`src/rtl/vscpu_hs.sv`:
```
// vscpu_hs: multi-cycle, memory-to-memory VSCPU core with a req/rdy memory port.
//
// The core runs the 8-opcode VSCPU ISA in register (imm=0) and immediate
// (imm=1) forms. It counts retired instructions and stops for good when a
// branch targets its own address.
//
// Ports:
//   clk          rising-edge clock
//   rst          asynchronous, active-low reset
//   mem_req      memory access request
//   mem_we       1 = write, 0 = read (meaningful while mem_req=1)
//   mem_addr     word address of the access
//   mem_wdata    write data
//   mem_rdata    read data, sampled on the completing edge
//   mem_rdy      the access completes on the rising edge where mem_req=1 and mem_rdy=1
//   halted       core stopped on a self-branch
//   instr_count  retired-instruction counter, wraps modulo 2^CNT_W
//
// Handshake: an access is presented when mem_req=1. The core keeps mem_we,
// mem_addr and mem_wdata unchanged until the edge where mem_req=1 and
// mem_rdy=1. Only at that edge does the core capture read data or advance
// its state. mem_rdy has no effect while mem_req=0.
//
// Instruction word layout:
//   [DATA_W-1:DATA_W-3]  opcode
//   [DATA_W-4]           immediate flag
//   [2*ADDR_W-1:ADDR_W]  field A
//   [ADDR_W-1:0]         field B
// Bits between the immediate flag and field A are ignored, so the
// instruction register keeps only the decoded fields.
//
// Requires DATA_W >= 2*ADDR_W+4.
module vscpu_hs #(
    parameter int DATA_W = 32,
    parameter int ADDR_W = 14,
    parameter int CNT_W  = 32
) (
    input  logic              clk,
    input  logic              rst,
    output logic              mem_req,
    output logic              mem_we,
    output logic [ADDR_W-1:0] mem_addr,
    output logic [DATA_W-1:0] mem_wdata,
    input  logic [DATA_W-1:0] mem_rdata,
    input  logic              mem_rdy,
    output logic              halted,
    output logic [CNT_W-1:0]  instr_count
);

    typedef enum logic [2:0] {
        FETCH  = 3'd0,
        LD_A   = 3'd1,
        LD_B   = 3'd2,
        LD_IND = 3'd3,
        WRITE  = 3'd4,
        HALT   = 3'd5
    } state_t;

    localparam logic [2:0] OP_ADD  = 3'b000;
    localparam logic [2:0] OP_NAND = 3'b001;
    localparam logic [2:0] OP_SRL  = 3'b010;
    localparam logic [2:0] OP_LT   = 3'b011;
    localparam logic [2:0] OP_CP   = 3'b100;
    localparam logic [2:0] OP_CPI  = 3'b101;
    localparam logic [2:0] OP_BZJ  = 3'b110;
    localparam logic [2:0] OP_MUL  = 3'b111;

    // SRL thresholds. The shift operand is compared with one extra bit so
    // that 2*DATA_W fits.
    localparam logic [DATA_W:0]   SH_LIM1 = (DATA_W+1)'(DATA_W);
    localparam logic [DATA_W:0]   SH_LIM2 = (DATA_W+1)'(2*DATA_W);
    localparam logic [DATA_W-1:0] SH_DW   = DATA_W'(DATA_W);

    state_t            state, state_nxt;
    logic [ADDR_W-1:0] pc, pc_nxt;
    logic [2:0]        opc, opc_nxt;
    logic              imm, imm_nxt;
    logic [ADDR_W-1:0] fa, fa_nxt;
    logic [ADDR_W-1:0] fb, fb_nxt;
    logic [DATA_W-1:0] ra, ra_nxt;
    logic [DATA_W-1:0] rb, rb_nxt;
    logic [CNT_W-1:0]  cnt_nxt;
    logic              halted_nxt;

    logic [DATA_W-1:0] b_ext;
    logic [DATA_W-1:0] operand;
    logic [DATA_W:0]   sh_ext;
    logic [DATA_W-1:0] alu_res;
    logic [DATA_W-1:0] wr_data;
    logic [ADDR_W-1:0] wr_addr;
    logic [ADDR_W-1:0] pc_inc;
    logic              ack;
    logic              br_retire;
    logic [ADDR_W-1:0] br_target;

    assign b_ext   = {{(DATA_W-ADDR_W){1'b0}}, fb};
    assign operand = imm ? b_ext : rb;
    assign sh_ext  = {1'b0, operand};
    assign pc_inc  = pc + ADDR_W'(1);
    assign ack     = mem_req & mem_rdy;

    // ALU: the result is always truncated to DATA_W.
    always_comb begin
        alu_res = '0;
        case (opc)
            OP_ADD:  alu_res = ra + operand;
            OP_NAND: alu_res = ~(ra & operand);
            OP_SRL: begin
                // Shift amounts in [DATA_W, 2*DATA_W) become left shifts.
                // Larger amounts give 0.
                if (sh_ext < SH_LIM1) begin
                    alu_res = ra >> operand;
                end else if (sh_ext < SH_LIM2) begin
                    alu_res = ra << (operand - SH_DW);
                end else begin
                    alu_res = '0;
                end
            end
            OP_LT:   alu_res = {{(DATA_W-1){1'b0}}, (ra < operand)};
            OP_MUL:  alu_res = ra * operand;
            default: alu_res = '0;
        endcase
    end

    // Write-back address and data. These are built only from registers, so
    // they hold steady through wait states.
    always_comb begin
        wr_addr = fa;
        wr_data = alu_res;
        case (opc)
            OP_CP: wr_data = imm ? b_ext : rb;
            OP_CPI: begin
                wr_data = imm ? b_ext : rb;
                if (imm) begin
                    wr_addr = ra[ADDR_W-1:0];
                end
            end
            default: ;
        endcase
    end

    // Memory port. Every output is held at 0 while reset is asserted.
    always_comb begin
        mem_req   = 1'b0;
        mem_we    = 1'b0;
        mem_addr  = '0;
        mem_wdata = '0;
        if (rst) begin
            case (state)
                FETCH: begin
                    mem_req  = 1'b1;
                    mem_addr = pc;
                end
                LD_A: begin
                    mem_req  = 1'b1;
                    mem_addr = fa;
                end
                LD_B: begin
                    mem_req  = 1'b1;
                    mem_addr = fb;
                end
                LD_IND: begin
                    mem_req  = 1'b1;
                    mem_addr = rb[ADDR_W-1:0];
                end
                WRITE: begin
                    mem_req   = 1'b1;
                    mem_we    = 1'b1;
                    mem_addr  = wr_addr;
                    mem_wdata = wr_data;
                end
                default: ;
            endcase
        end
    end

    // Next-state logic. Nothing changes unless the current access is acknowledged.
    always_comb begin
        state_nxt  = state;
        pc_nxt     = pc;
        opc_nxt    = opc;
        imm_nxt    = imm;
        fa_nxt     = fa;
        fb_nxt     = fb;
        ra_nxt     = ra;
        rb_nxt     = rb;
        cnt_nxt    = instr_count;
        halted_nxt = halted;
        br_retire  = 1'b0;
        br_target  = pc_inc;

        if (ack) begin
            case (state)
                FETCH: begin
                    opc_nxt = mem_rdata[DATA_W-1:DATA_W-3];
                    imm_nxt = mem_rdata[DATA_W-4];
                    fa_nxt  = mem_rdata[2*ADDR_W-1:ADDR_W];
                    fb_nxt  = mem_rdata[ADDR_W-1:0];
                    case (mem_rdata[DATA_W-1:DATA_W-3])
                        OP_CP:          state_nxt = mem_rdata[DATA_W-4] ? WRITE : LD_B;
                        OP_CPI, OP_BZJ: state_nxt = mem_rdata[DATA_W-4] ? LD_A : LD_B;
                        default:        state_nxt = LD_A;
                    endcase
                end
                LD_A: begin
                    ra_nxt = mem_rdata;
                    case (opc)
                        OP_CPI: state_nxt = WRITE;
                        OP_BZJ: begin
                            // Reg form reaches here only after a zero test value.
                            br_retire = 1'b1;
                            br_target = imm ? (mem_rdata[ADDR_W-1:0] + fb)
                                            : mem_rdata[ADDR_W-1:0];
                        end
                        default: state_nxt = imm ? WRITE : LD_B;
                    endcase
                end
                LD_B: begin
                    rb_nxt = mem_rdata;
                    case (opc)
                        OP_CPI: state_nxt = LD_IND;
                        OP_BZJ: begin
                            if (mem_rdata != '0) begin
                                br_retire = 1'b1;
                                br_target = pc_inc;
                            end else begin
                                state_nxt = LD_A;
                            end
                        end
                        default: state_nxt = WRITE;
                    endcase
                end
                LD_IND: begin
                    rb_nxt    = mem_rdata;
                    state_nxt = WRITE;
                end
                WRITE: begin
                    pc_nxt    = pc_inc;
                    cnt_nxt   = instr_count + CNT_W'(1);
                    state_nxt = FETCH;
                end
                default: ;
            endcase
        end

        // A retiring branch whose target is its own address stops the core.
        if (br_retire) begin
            pc_nxt  = br_target;
            cnt_nxt = instr_count + CNT_W'(1);
            if (br_target == pc) begin
                state_nxt  = HALT;
                halted_nxt = 1'b1;
            end else begin
                state_nxt = FETCH;
            end
        end
    end

    always_ff @(posedge clk or negedge rst) begin
        if (!rst) begin
            state       <= FETCH;
            pc          <= '0;
            opc         <= '0;
            imm         <= 1'b0;
            fa          <= '0;
            fb          <= '0;
            ra          <= '0;
            rb          <= '0;
            instr_count <= '0;
            halted      <= 1'b0;
        end else begin
            state       <= state_nxt;
            pc          <= pc_nxt;
            opc         <= opc_nxt;
            imm         <= imm_nxt;
            fa          <= fa_nxt;
            fb          <= fb_nxt;
            ra          <= ra_nxt;
            rb          <= rb_nxt;
            instr_count <= cnt_nxt;
            halted      <= halted_nxt;
        end
    end

endmodule

```
`config.mk`:
```
export PLATFORM = sky130hd
export DESIGN_NAME = vscpu_hs
export DESIGN_NICKNAME = d
export VERILOG_FILES = /design/src/rtl/vscpu_hs.sv
export SDC_FILE = /design/constraint.sdc
export NUM_CORES = 2
export LEC_CHECK = 0
export ABC_AREA = 1
export CAP_MARGIN = 20
export CORE_MARGIN = 4
export CORE_UTILIZATION = 59
export CTS_BUF_LIST = sky130_fd_sc_hd__clkbuf_4
export DETAILED_ROUTE_END_ITERATION = 16
export PLACE_DENSITY = 0.89
export SETUP_SLACK_MARGIN = 0.3
export SLEW_MARGIN = 10
export SYNTH_ARGS = -nofsm -noshare
export SYNTH_HDL_FRONTEND = slang
export SYNTH_SLANG_ARGS = --single-unit
```
`constraint.sdc`:
```
create_clock -name clk -period 20.2 [get_ports clk]
set_input_delay 6.06 -clock clk [delete_from_list [all_inputs] [get_ports clk]]
set_output_delay 6.06 -clock clk [all_outputs]
set_load 0.05 [all_outputs]
```
### After elaboration in Yosys (flattened, before gate mapping)

Index checks and enable logic that the tools add are counted.

* add/sub/neg operators: 5
* divide/modulo/power cells: 0
* order comparisons: 3
* bitwise gates (word level): 3
* multiply operators: 1
* muxes and demuxes: 41
* reductions and logical operators: 16
* eq/ne operators: 17
* shifts and indexed selects: 2

Operator list (number)
* 2-to-1 mux 32 bit: 9
* one-hot mux 32 bit (5 select lines): 1
* 2-to-1 mux 14 bit: 10
* one-hot mux 14 bit (5 select lines): 1
* adder 32 x 1 -> 32 bit, second input constant: 1
* adder 32 bit: 1
* bitwise AND 32 bit: 1
* < comparator 32 bit: 1
* < comparator 32 x 6 -> 1 bit, second input constant: 1
* < comparator 32 x 7 -> 1 bit, second input constant: 1
* multiplier 32 x 32 -> 32 bit: 1
* NOT 32 bit: 1
* nonzero test 32 bit: 1
* left shift 32 x 32 -> 32 bit: 1
* >> shifter 32 x 32 -> 32 bit: 1
* subtractor 32 x 6 -> 32 bit, second input constant: 1
* == test 3 bit, second input constant: 8
* 2-to-1 mux 3 bit: 6
* one-hot mux 3 bit (2 select lines): 3
* one-hot mux 3 bit (5 select lines): 1
* adder 14 x 1 -> 14 bit, second input constant: 1
* adder 14 bit: 1
* == test 14 bit: 1
* == test 3 x 2 -> 1 bit, second input constant: 4
* 14 further kinds: 30

* input bits: 35
* register bits: 146
* memories kept: 0
* output and inout bits: 81
* bits in read-only memories: 0
* logic and storage cells: 98
* memory bits (writable): 0
* latch bits: 0

### Logic depth before layout (Yosys ltp)

* depth after elaboration: 9
* depth in mapped cells: 44
* mapped depth without buffers: 37

### Worst setup path before layout

Ideal clock, no wire load.

* kind: reg-to-output
* start: reg imm
* end: out mem_wdata[31]
* setup slack: 5583 ps
* buffers on the path: 7
* cell stages (with the launch flop): 40
* required time: 14140 ps
* arrival time: 8557 ps
* cells stage by stage: dfrtp_1 -> buf_6 -> inv_8 -> buf_12 -> buf_12 -> or2_2 -> o21a_1 -> clkbuf_1 -> clkinv_1 -> clkbuf_1 -> clkbuf_1 -> buf_1 -> nor2_1 -> fa_1 -> inv_1 -> fa_1 -> fa_1 -> fa_1 -> [... 4 more ...] -> inv_1 -> fa_1 -> fa_1 -> ha_1 -> a21oi_1 -> o21ai_0 -> o21bai_1 -> nand2_1 -> o211ai_1 -> nand2_1 -> nand2_1 -> nand2_1 -> nand2_1 -> nand3_1 -> nand3_1 -> nand4_1 -> nor2_1 -> nor2_1

* cells in the longest elaborated chain, start to end: 9
* elaborated cells between the ends (all ways): 16
* classes of those cells: add/sub: 2; mul: 1; order compare: 2; shift: 2; mux: 7; bitwise: 2

Ends and longest elaborated chain
* start: declaration: line 77 `logic imm, imm_nxt;`
* start signal: assignment: line 275 `imm <= imm_nxt;`
* 2-to-1 mux 32 bit (*): line 97, 131, 133
* branches (longest 5 deep; another with multiplier 32 x 32 -> 32 bit)
* 2-to-1 mux 32 bit (*)
* 2-to-1 mux 32 bit (*): line 149 `case (state)`
* 2-to-1 mux 32 bit (*): line 148 `if (rst) begin`
* end: declaration: line 43 `output logic [DATA_W-1:0] mem_wdata,`

Every way passes the cells marked *.

### Final worst setup path

Same ends and word-level chain as after synthesis.

==> reports/qor.csv <==
stage;metric;value;unit
critical_path;crit_family;adder cells;
die;die_w;241;microns
placed_design;place_congestion;1.09;
die;die_y;241;microns
final_layout;mostFrequentLayoutCell;nand2_1;
sta;fin_skew;19.0;ps
global_routing;grt_use_total;43.6;%
detailed_routing;ant_nets;0;
detailed_routing;wirelength;127000;microns
synthesis;synth_edf_count;0;
critical_path;worst-path-buf-inv;6;
sta;slew_violations;0;
global_routing;grt_first_pass_wirelength;191000;microns
critical_path;arrival;10080;ps
synthesis;syn_nets;5290;
synthesis;async_flop_share;100;%
critical_path;crit_path_start_kind;register;
synthesis;syn_area;31900;sq um
global_routing;grt_pass1_vias;32100;
sta;setup_tns;0;ps
detailed_routing;viasPerCell;6.26;
final_layout;most-common-layout-cells;nand2_1, inv_1, nor2_1;
critical_path;cp.required;14140;ps
sta;worstMarginPinSlew;1110;ps
critical_path;worst_path_most_repeated_cell;nand2_1;
critical_path;crit_fanout;53;
detailed_routing;drcViolationCount;0;
synthesis;syn_inst;4632;
global_routing;grt_max_degree;86;
die;coreArea;53100;sq um
critical_path;slowest_delay;900;ps
die;die_area;57900;sq um
clock_tree;cts_resized;0;
clock_tree;cts_tree;built;
global_routing;antenna_found_initial;1;
final_layout;area_growth;6.18;%
clock_tree;hold_buffers;0;
sta;rsz0062_at_grt;false;
run;maxCapViolations;0;
final_layout;num-nets-final;5266;
synthesis;synth_seq_cells;146;
clock_tree;ctsHtreeMaxLevel;4;
final_layout;drive_gt1_share;4.44;%
clock_tree;numCtsBuffers;17;
clock_tree;worstSkewPairLatency;590;ps
sta;fin_crit;16140;ps
sta;fmax;0.0619;GHz
sta;period_share;79.9;%
detailed_routing;vias;33200;
detailed_routing;drtPass1Iterations;13;
synthesis;synth.distinct_cells;64;
clock_tree;cts_sinks;146;
sta;hold_viol;0;
clock_tree;path_clk_slew;150;ps
clock_tree;root_buffer;clkbuf_4;
synthesis;synth-seq-area-share;11.4;%
critical_path;worstSetupEndpointType;output port;
synthesis;synth.avg_cell_area;6.89;sq um
clock_tree;cts_setup_buffers;0;
global_routing;gr-total-overflow;0;
die;rows;84;
placed_design;port_buffers;115;
critical_path;cp_slowest_cell;clkdlybuf4s50_1;
sta;max_slew_margin;26.1;%
die;ios;116;
sta;setup_viol;0;
detailed_routing;first_iter_violations;4345;
critical_path;worstSetupPathType;reg -> out;
outcome;status;finished, final reports clean;
synthesis;synth-warning-count;0;
die;initial_core_util;60.1;%
detailed_routing;post_drt_wl_per_cell;24.0;microns
placed_design;detailed_place_hpwl;96200;microns
clock_tree;clockBufferDepth;2;
min_path;hp-class;reg -> reg;
synthesis;synth_ff_type;dfrtp_1;
## cell families after synthesis
group / count (synthesis) / share of synthesized area (%)
buffers and inverters: 980 / 12.0
DFF: 146 / 11.4
AOI/OAI and AO/OA: 710 / 12.2
xor gates and xnor gates: 123 / 3.38
muxes: 2 / 0.0627
and+or+nand+nor: 2048 / 26.8
adders and majority gates: 623 / 34.1
## cell type report
cell class	instances	area, sq um
Multi-Input combinational cell	3506	24500
Fill cell	4667	19200
Sequential cell	146	3650
Inverter	754	2840
Timing Repair Buffer	183	1700
Tap cell	688	861
Clock inverter	15	238
Clock buffer	17	128
Antenna cell	2	5.00
## sequential cells by signal (all words and copies together) (netlist names), 3 cells and up
signal	count
fa	14
fb	14
instr_count	32
opc	3
pc	14
ra	32
rb	32
state	3
## metal layers
layer / up-vias / GRT usage [%] / share of wire [%]
met5: - / 0 / 0
met4: 0 / 34.0 / 10
met3: 712 / 10.7 / 14
met2: 2629 / 64.9 / 42
met1: 15400 / 54.8 / 34
li1: 14500 / - / -
## tightest hold or removal path, delay by kind of cell (launching register included)
| family | cells | cell delay, ps |
|---|---|---|
| flip-flops | 1 | 380 |
| buffers and inverters | 1 | 40 |
| AND/OR/NAND/NOR | 1 | 60 |
## Yosys cell counts (4+ instances only)
library cell | count | area share (%)
nand3b_1 | 7 | 0.16
nor2_2 | 17 | 0.33
nand4_1 | 80 | 1.6
inv_2 | 13 | 0.15
buf_4 | 6 | 0.14
o21bai_1 | 5 | 0.12
nand3_1 | 201 | 3.2
o211ai_1 | 30 | 0.71
clkinv_1 | 9 | 0.11
or2_2 | 17 | 0.33
nand2_1 | 1106 | 13
clkbuf_1 | 145 | 1.7
o31ai_1 | 5 | 0.12
xor2_1 | 88 | 2.4
a221oi_1 | 17 | 0.47
a31oi_1 | 12 | 0.24
xnor2_1 | 35 | 0.96
nand2_4 | 10 | 0.35
dfrtp_1 | 146 | 11
buf_6 | 6 | 0.21
ha_1 | 213 | 8.4
o21a_1 | 5 | 0.12
a21boi_0 | 4 | 0.094
nand2_2 | 22 | 0.43
o22ai_1 | 9 | 0.18
o21ai_0 | 346 | 5.4
o21ai_1 | 37 | 0.58
nor3_1 | 36 | 0.56
nor2_1 | 526 | 6.2
inv_1 | 731 | 8.6
buf_1 | 35 | 0.41
a21oi_1 | 202 | 3.2
a211oi_1 | 8 | 0.19
nor4_1 | 12 | 0.24
o2111ai_1 | 8 | 0.22
fa_1 | 410 | 26
buf_2 | 31 | 0.49
## through the flow
stage	utilization, %	std cells	hold slack (ps)	setup slack, ps	cell area (sq um)
final	63.8	5311	505	4060	33900
after global routing	63.8	5310	536	3590	33900
after CTS	63.7	5305	508	4270	33800
after detailed placement	63.0	5273	468	4930	33500
after global placement	63.0	5273	448	5060	33500
after floorplan	-	4632	453	5580	31900
## path summary, 6_finish.rpt
kind | depth (start not counted) | startpoint | slack, ps | end
max | 35 | imm | 4060 | mem_wdata[31]
min | 2 | halted | 510 | halted
max reg2reg | 15 | opc[2] | 15110 | instr_count[30]
min reg2reg | 2 | halted | 510 | halted
max in group asynchronous | 2 | rst | 13340 | ra[11]
min in group asynchronous | 1 | rst | 5480 | instr_count[3]
Power is left out: the tool's default activity adds up to more than one toggle a clock period on the data nets, which glitch-free logic cannot reach.
